[src/rtl/ro_ctrl_pkg.sv]
// Shared constants and FSM state type for the ring-oscillator sweep controller.
package ro_ctrl_pkg;

  localparam int CNT_W_DFLT  = 24;
  localparam int GATE_W_DFLT = 20;
  localparam int SETTLE_DFLT = 16;
  localparam int NUM_RO_DFLT = 10;
  localparam int SEL_W       = 4;

  typedef enum logic [2:0] {
    ST_IDLE,
    ST_SETTLE,
    ST_GATE,
    ST_REPORT,
    ST_NEXT
  } ro_state_t;

endpackage

[src/rtl/ro_edge_sync.sv]
// Two-flop synchronizer for the asynchronous oscillator mux output plus a
// single-cycle pulse on each synchronized rising edge.
module ro_edge_sync (
  input  logic clk,
  input  logic srst,
  input  logic async_in,
  output logic rise_pulse
);

  logic meta_reg;
  logic sync_reg;
  logic prev_reg;

  always_ff @(posedge clk) begin
    if (srst) begin
      meta_reg <= 1'b0;
      sync_reg <= 1'b0;
      prev_reg <= 1'b0;
    end else begin
      meta_reg <= async_in;
      sync_reg <= meta_reg;
      prev_reg <= sync_reg;
    end
  end

  assign rise_pulse = sync_reg & ~prev_reg;

endmodule

[src/rtl/ro_sweep_controller.sv]
// Walks the mux select over enabled ring oscillators and counts edges per gate window.
// Optional macro RO_STUCK_DETECT_EN: zero-count results are flagged and stuck_any is provided.
module ro_sweep_controller
  import ro_ctrl_pkg::*;
#(
  parameter int CNT_W  = CNT_W_DFLT,
  parameter int GATE_W = GATE_W_DFLT,
  parameter int SETTLE = SETTLE_DFLT,
  parameter int NUM_RO = NUM_RO_DFLT
) (
  input  logic              wb_clk_i,
  input  logic              wb_rst_i,
  input  logic              sweep_go,
  input  logic              abort,
  input  logic [NUM_RO-1:0] ro_mask,
  input  logic [4:0]        stage_cfg,
  input  logic [GATE_W-1:0] gate_len,
  input  logic              osc_in,
  output logic [SEL_W-1:0]  sel_o,
  output logic [4:0]        s_o,
  output logic              start_o,
  output logic              res_valid,
  input  logic              res_ready,
  output logic [SEL_W-1:0]  res_idx,
  output logic [CNT_W-1:0]  res_count,
  output logic              res_flag,
  output logic              busy,
`ifdef RO_STUCK_DETECT_EN
  output logic              stuck_any,
`endif
  output logic              done
);

  localparam int               SET_W       = $clog2(SETTLE + 1);
  localparam logic [SET_W-1:0] SETTLE_LAST = SET_W'(SETTLE - 1);
  localparam logic [CNT_W-1:0] CNT_MAX     = '1;

  ro_state_t         state_reg;
  logic              go_prev_reg;
  logic [NUM_RO-1:0] mask_reg;
  logic [GATE_W-1:0] glen_reg;
  logic [SET_W-1:0]  settle_cnt_reg;
  logic [GATE_W-1:0] gate_cnt_reg;
  logic [CNT_W-1:0]  count_reg;
  logic              sat_reg;

  logic              edge_pulse;
  logic              go_edge;
  logic              first_found;
  logic [SEL_W-1:0]  first_idx;
  logic              next_found;
  logic [SEL_W-1:0]  next_idx;
  logic [NUM_RO-1:0] above_mask;
  logic [CNT_W-1:0]  count_next;
  logic              sat_next;
  logic              stuck_now;

  ro_edge_sync u_edge_sync (
    .clk        (wb_clk_i),
    .srst       (wb_rst_i),
    .async_in   (osc_in),
    .rise_pulse (edge_pulse)
  );

  assign go_edge   = sweep_go & ~go_prev_reg;
  assign res_count = count_reg;

  // Returns {found, index of lowest set bit}.
  function automatic logic [SEL_W:0] lowest_set(input logic [NUM_RO-1:0] bits);
    logic [SEL_W:0] r;
    r = '0;
    for (int i = NUM_RO - 1; i >= 0; i--) begin
      if (bits[i]) r = {1'b1, SEL_W'(i)};
    end
    return r;
  endfunction

  for (genvar gi = 0; gi < NUM_RO; gi++) begin : g_above
    assign above_mask[gi] = mask_reg[gi] && (SEL_W'(gi) > sel_o);
  end

  assign {first_found, first_idx} = lowest_set(ro_mask);
  assign {next_found, next_idx}   = lowest_set(above_mask);

  always_comb begin
    count_next = count_reg;
    sat_next   = sat_reg;
    if (edge_pulse) begin
      if (count_reg == CNT_MAX) sat_next = 1'b1;
      else                      count_next = count_reg + CNT_W'(1);
    end
  end

`ifdef RO_STUCK_DETECT_EN
  assign stuck_now = (count_next == '0);
`else
  assign stuck_now = 1'b0;
`endif

  always_ff @(posedge wb_clk_i) begin
    if (wb_rst_i) begin
      state_reg      <= ST_IDLE;
      go_prev_reg    <= 1'b0;
      mask_reg       <= '0;
      glen_reg       <= '0;
      settle_cnt_reg <= '0;
      gate_cnt_reg   <= '0;
      count_reg      <= '0;
      sat_reg        <= 1'b0;
      sel_o          <= '0;
      s_o            <= '0;
      start_o        <= 1'b0;
      res_valid      <= 1'b0;
      res_idx        <= '0;
      res_flag       <= 1'b0;
      busy           <= 1'b0;
      done           <= 1'b0;
`ifdef RO_STUCK_DETECT_EN
      stuck_any      <= 1'b0;
`endif
    end else begin
      go_prev_reg <= sweep_go;
      done        <= 1'b0;
      if (abort) begin
        // Abort wins over everything, including a simultaneous launch.
        state_reg <= ST_IDLE;
        start_o   <= 1'b0;
        res_valid <= 1'b0;
        busy      <= 1'b0;
        sel_o     <= '0;
        s_o       <= '0;
      end else begin
        case (state_reg)
          ST_IDLE: begin
            if (go_edge) begin
              if (first_found) begin
                mask_reg       <= ro_mask;
                glen_reg       <= (gate_len == '0) ? GATE_W'(1) : gate_len;
                sel_o          <= first_idx;
                s_o            <= stage_cfg;
                start_o        <= 1'b1;
                busy           <= 1'b1;
                settle_cnt_reg <= '0;
                state_reg      <= ST_SETTLE;
`ifdef RO_STUCK_DETECT_EN
                stuck_any      <= 1'b0;
`endif
              end else begin
                done <= 1'b1;
              end
            end
          end
          ST_SETTLE: begin
            if (settle_cnt_reg == SETTLE_LAST) begin
              count_reg    <= '0;
              sat_reg      <= 1'b0;
              gate_cnt_reg <= GATE_W'(1);
              state_reg    <= ST_GATE;
            end else begin
              settle_cnt_reg <= settle_cnt_reg + SET_W'(1);
            end
          end
          ST_GATE: begin
            count_reg <= count_next;
            sat_reg   <= sat_next;
            if (gate_cnt_reg == glen_reg) begin
              start_o   <= 1'b0;
              res_valid <= 1'b1;
              res_idx   <= sel_o;
              res_flag  <= sat_next | stuck_now;
              state_reg <= ST_REPORT;
`ifdef RO_STUCK_DETECT_EN
              stuck_any <= stuck_any | stuck_now;
`endif
            end else begin
              gate_cnt_reg <= gate_cnt_reg + GATE_W'(1);
            end
          end
          ST_REPORT: begin
            if (res_ready) begin
              res_valid <= 1'b0;
              state_reg <= ST_NEXT;
            end
          end
          ST_NEXT: begin
            if (next_found) begin
              sel_o          <= next_idx;
              start_o        <= 1'b1;
              settle_cnt_reg <= '0;
              state_reg      <= ST_SETTLE;
            end else begin
              sel_o     <= '0;
              s_o       <= '0;
              busy      <= 1'b0;
              done      <= 1'b1;
              state_reg <= ST_IDLE;
            end
          end
          default: state_reg <= ST_IDLE;
        endcase
      end
    end
  end

endmodule

[config.mk]
export PLATFORM = sky130hd
export DESIGN_NAME = ro_sweep_controller
export DESIGN_NICKNAME = d
export VERILOG_FILES = /design/src/rtl/ro_ctrl_pkg.sv /design/src/rtl/ro_edge_sync.sv /design/src/rtl/ro_sweep_controller.sv
export SDC_FILE = /design/constraint.sdc
export NUM_CORES = 1
export LEC_CHECK = 0
export ABC_AREA = 1
export CORE_MARGIN = 2
export CORE_UTILIZATION = 56
export CTS_CLUSTER_SIZE = 16
export DETAILED_ROUTE_END_ITERATION = 7
export DONT_BUFFER_PORTS = 1
export GPL_TIMING_DRIVEN = 0
export PLACE_DENSITY = 0.74
export SLEW_MARGIN = 20
export SYNTH_ARGS = -nofsm -noshare
export SYNTH_HDL_FRONTEND = slang
export SYNTH_SLANG_ARGS = --single-unit
[constraint.sdc]
create_clock -name wb_clk_i -period 2 [get_ports wb_clk_i]
set_clock_uncertainty 0.05 [all_clocks]
set_input_delay 0.2 -clock wb_clk_i [delete_from_list [all_inputs] [get_ports wb_clk_i]]
set_output_delay 0.2 -clock wb_clk_i [all_outputs]
set_load 0.01 [all_outputs]
# Word-level counts from Yosys, hierarchy flattened
# Cells that the tools add are included.
[word_totals]
reg_bits = 105
elab_cells = 150
out_inout_bits = 42
inputBits = 41
[op_classes]
bitwise = 5
addsub = 3
n_eq_ne = 18
n_reduce_logical = 29
n_lt_le_gt_ge = 10
muxes = 66
[op_table]
columns = ["cell", "n"]
rows = [
  ["$mux 5", 27],
  ["$mux 24", 3],
  ["$mux 20", 3],
  ["$pmux 24 s2", 1],
  ["$pmux 20 s2", 1],
  ["$add 24x1->24 const B", 1],
  ["$eq 24x24->1 const B", 1],
  ["$ne 2x2->1 const B", 11],
  ["$add 20x1->20 const B", 1],
  ["$eq 20x20->1", 1],
  ["$logic_not 20->1", 1],
  ["$gt 3x4->1 const A", 4],
  ["$mux 3", 5],
  ["$pmux 3 s5", 1],
  ["$pmux 5 s3", 1],
  ["$reduce_and 5->1", 3],
  ["$mux 1", 14],
  ["$mux 4", 3],
  ["$reduce_and 3->1", 4],
  ["$reduce_and 4->1", 3],
  ["$logic_and 1x1->1", 10],
  ["$pmux 5 s2", 1],
  ["$gt 1x4->1 const A", 2],
  ["$gt 2x4->1 const A", 2],
  ["other kinds (16)", 27],
]

# Depth between registers and ports, before layout
[logic_depth]
word_depth = 14
mapped_depth = 14
mapped_depth_nobuf = 14

# Cells and area by module
# Synthesis repeated with hierarchy kept, for this count alone.
[hier_totals]
cells_unflattened = 864
hier_area_um2 = 5670.4
[modules_own_cells]
columns = ["module", "seq_area_each_um2", "n_inst", "area_each_um2", "cells_each"]
rows = [
  ["ro_sweep_controller", 2021.9, 1, 5584.1, 854],
  ["ro_edge_sync", 60.1, 1, 86.3, 10],
]

# Worst setup path after synthesis
# No wires, ideal clock.
[synth_timing]
path_kind = "reg-to-reg"
from = "register count_reg[0], in the netlist res_count[0]"
to = "register count_reg[0], in the netlist res_count[0]"
path_stages_with_launch = 11
synth_period_minus_slack_ns = 1.934
t_required_ns = 1.834
path_slack_ns = 0.066
arrival_time_ns = 1.768
setup_time_ns = 0.116
cell_sequence = "dfxtp_1 ha_1 nand3_1 nor2_4 nand2_1 nor2_2 nand3_1 nand3_2 nand2_4 buf_4 o211a_1"
[synth_between]
elab_chain_len = 4
word_cells_on_any_way = 7
[synth_lines]
columns = ["item", "line_no", "source"]
rows = [
  ["start, declared", "ro_sweep_controller.sv:44", "logic [CNT_W-1:0] count_reg;"],
  ["start signal, assigned", "ro_sweep_controller.sv:164", "count_reg <= count_next;"],
  ["$add 24x1->24", "ro_sweep_controller.sv:90", "else count_next = count_reg + CNT_W'(1);"],
  ["$mux 24", "ro_sweep_controller.sv:89", "if (count_reg == CNT_MAX) sat_next = 1'b1;"],
  ["$mux 24", "ro_sweep_controller.sv:88", "if (edge_pulse) begin"],
  ["$pmux 24 s2", "ro_sweep_controller.sv:133", "case (state_reg)"],
]
# Several ways; a longest one is shown, not always the timed one. The select of a mux whose other input is x is not followed.
# A chain may end at the register's enable or synchronous reset.

# Worst setup path after layout
[layout_timing]
from = "register settle_cnt_reg[1]"
to = "register count_reg[7], in the netlist res_count[7]"
[layout_between]
elab_chain_len = 3
[layout_lines]
columns = ["item", "line_no", "source"]
rows = [
  ["start, declared", "ro_sweep_controller.sv:42", "logic [SET_W-1:0] settle_cnt_reg;"],
  ["start signal, assigned", "ro_sweep_controller.sv:160", "settle_cnt_reg <= settle_cnt_reg + SET_W'(1);"],
  ["$eq 5x4->1", "ro_sweep_controller.sv:154", "if (settle_cnt_reg == SETTLE_LAST) begin"],
  ["$ne 2x2->1 (no line)", "-", ""],
  ["$reduce_and 5->1 (no line)", "-", ""],
]
# Every way passes these cells.

==> results.json <==
{
  "finalSetupViolCount": 2,
  "die_h_um": 105,
  "drive_above_1_share_pct": 15.7,
  "seqCellArea_mm2": 0.00212,
  "first_pass_iters": 5,
  "cts_root_buffer": "clkbuf_8",
  "crit_fanout": 8,
  "status": "complete, but fails checks",
  "nets": 985,
  "cts_buffers": 9,
  "ys_seq_area_share_pct": 36.3,
  "mostFrequentLayoutCells": "nand2_1, nor2_1, inv_1",
  "finalSetupTns_ps": -10.9,
  "grt_util_all_layers_pct": 30.3,
  "finalCritPeriodShare_pct": 101,
  "antenna_found_initial": 0,
  "slew_viol_final": 0,
  "end_kind": "register",
  "drc_errors": 0,
  "cts_buffer_depth": 2,
  "grt_pass1_wl_um": 27100,
  "maxSlewHeadroom_pct": 53.4,
  "vias": 6066,
  "area_growth_pct": 22.3,
  "grt_max_degree": 19,
  "num_antenna_cells": 0,
  "largest_reg_flops": 24,
  "grt_pass1_vias": 5780,
  "yosysTopAreaCellShare_pct": 36.3,
  "drt_iter0_markers": 396,
  "ant_nets": 0,
  "fp.coreArea_mm2": 0.00986,
  "worst_pin_slew_ps": 699,
  "avgSynthCellArea_um2": 6.57,
  "post-place-ws_ps": -529,
  "timing.fmax_ghz": 0.497,
  "holdCritPathClass": "in2reg",
  "clock-sinks": 104,
  "rsz0062_at_grt": "yes",
  "gr-total-overflow": 0,
  "fin_crit_ps": 2010,
  "pin_count": 83,
  "final_common_cell": "nand2_1",
  "synth_edf_count": 0,
  "cts_tree": "done",
  "fin_cells": 1078,
  "ys_seq_elements": 104,
  "multi_input_area_mm2": 0.00334,
  "peakVddDrop_uv": 571,
  "yosysWarnings": 0,
  "dp_hpwl_um": 11600,
  "wl_per_cell_um": 15.8,
  "setup_ws_ps": -10.8,
  "cap_violations": 0,
  "syn-cell-area_mm2": 0.00574,
  "clock_latency_ps": 390,
  "worstSetupPathType": "reg2reg",
  "fp-row-count": 36,
  "synth_area_leaders": "dfxtp_1, nand2_1, a21oi_1",
  "p_per_area_mw_per_mm2": 610,
  "critPathArrivalTime_ps": 2210,
  "dpl.cell_count": 1006,
  "port-buffer-count": 0,
  "via_per_inst": 5.63,
  "htree_levels": 3,
  "nFillCells": 804,
  "place_congestion": 0.942,
  "netlist.top_cell.by_area": "dfxtp_1",
  "dieArea_mm2": 0.0111,
  "hold_viol": 1,
  "synth.distinct_cells": 42,
  "netlist_instances": 873,
  "synth_top_flop_cell": "dfxtp_1",
  "total_power_mw": 4.28,
  "initial_core_util_pct": 58.2,
  "setup.worst_path.start_class": "register",
  "violations": "negative hold slack, negative setup slack",
  "wl_um": 17100,
  "clk_pin_slew_worst_paths_ps": 100,
  "holdWs_ps": -7.87,
  "synthArstFlopShare_pct": 0,
  "p_leak_nw": 2.71,
  "die_w_um": 105,
  "synthesis.nets": 918,
  "required_ps": 2200
}
-- cell families after synthesis --
kind of cell	share of synthesized area, %
AO/OA/AOI/OAI	13.7
XOR/XNOR	6.11
buffers and inverters	9.92
adder cells (fa/ha/maj)	0.872
flip-flops	36.3
AND/OR/NAND/NOR	33.1
-- report_power, final --
group	switching (mW)	internal [mW]
sequential	0.0584	2.13
combinational	0.351	0.235
clock	0.790	0.716
total	1.20	3.09
-- Yosys cell counts, types with 11 or more instances --
library cell / n
nand2_1: 193
nor3_1: 12
buf_2: 11
nand3_1: 60
dfxtp_1: 104
o21ai_0: 44
inv_1: 100
nor2_1: 119
a21oi_1: 90
clkbuf_1: 13
xor2_1: 24
xnor2_1: 16
nand4_1: 28
-- routing by layer --
layer	share of wire (%)	up-vias	wire [um]	track usage (%)
li1	-	2965	-	-
met1	42	2861	7160	38.5
met2	49	215	8370	50.9
met3	7.8	25	1330	7.92
met4	1.3	0	214	8.38
met5	0	-	0	0
-- area by class of cell --
class	count	area share, %
multi-input combinational	632	47.6
sequential	104	30.2
timing repair buffer	56	7.90
inverter	107	5.90
buffer	30	2.94
tap	133	2.37
clock buffer	9	1.76
clock inverter	7	1.41
-- stage by stage --
stage	util [%]	instance area (um^2)
final	71.2	7020
after global routing	71.2	7020
after CTS	67.1	6620
after detailed placement	59.9	5900
after global placement	59.9	5900
after floorplan	-	5740
-- what timing repair did --
item / 4_1_cts / 5_1_grt
endpoints found under the hold margin: 36 / 0
buffers inserted: 9 / 7
setup endpoints to repair: 51 / 85
hold buffers: 35 / 0
cloned: 0 / 6
pin swaps: 6 / 20
resized for setup: 29 / 96
-- worst paths after layout --
check | cells past startpoint | end | from | slack, ps
worst max-delay path | 13 | res_count[7] | settle_cnt_reg[1] | -10
worst min-delay path | 2 | glen_reg[12] | gate_len[12] | -8
worst max register to register | 13 | res_count[7] | settle_cnt_reg[1] | -10
worst min register to register | 2 | u_edge_sync.sync_reg | u_edge_sync.meta_reg | 370
-- critical path, cell delays in order, from the launching register on --
cell and delay (ps):
dfxtp_2 370, ha_4 140, nand2_2 60, nor2_2 100
ha_2 210, nor2_4 60, nor2_4 130, buf_4 130
nand2_2 90, nand2_8 150, clkinv_8 90, clkbuf_16 170
nand2_1 60, a21oi_1 60
No activity file was read; power rests on OpenSTA's default activity.
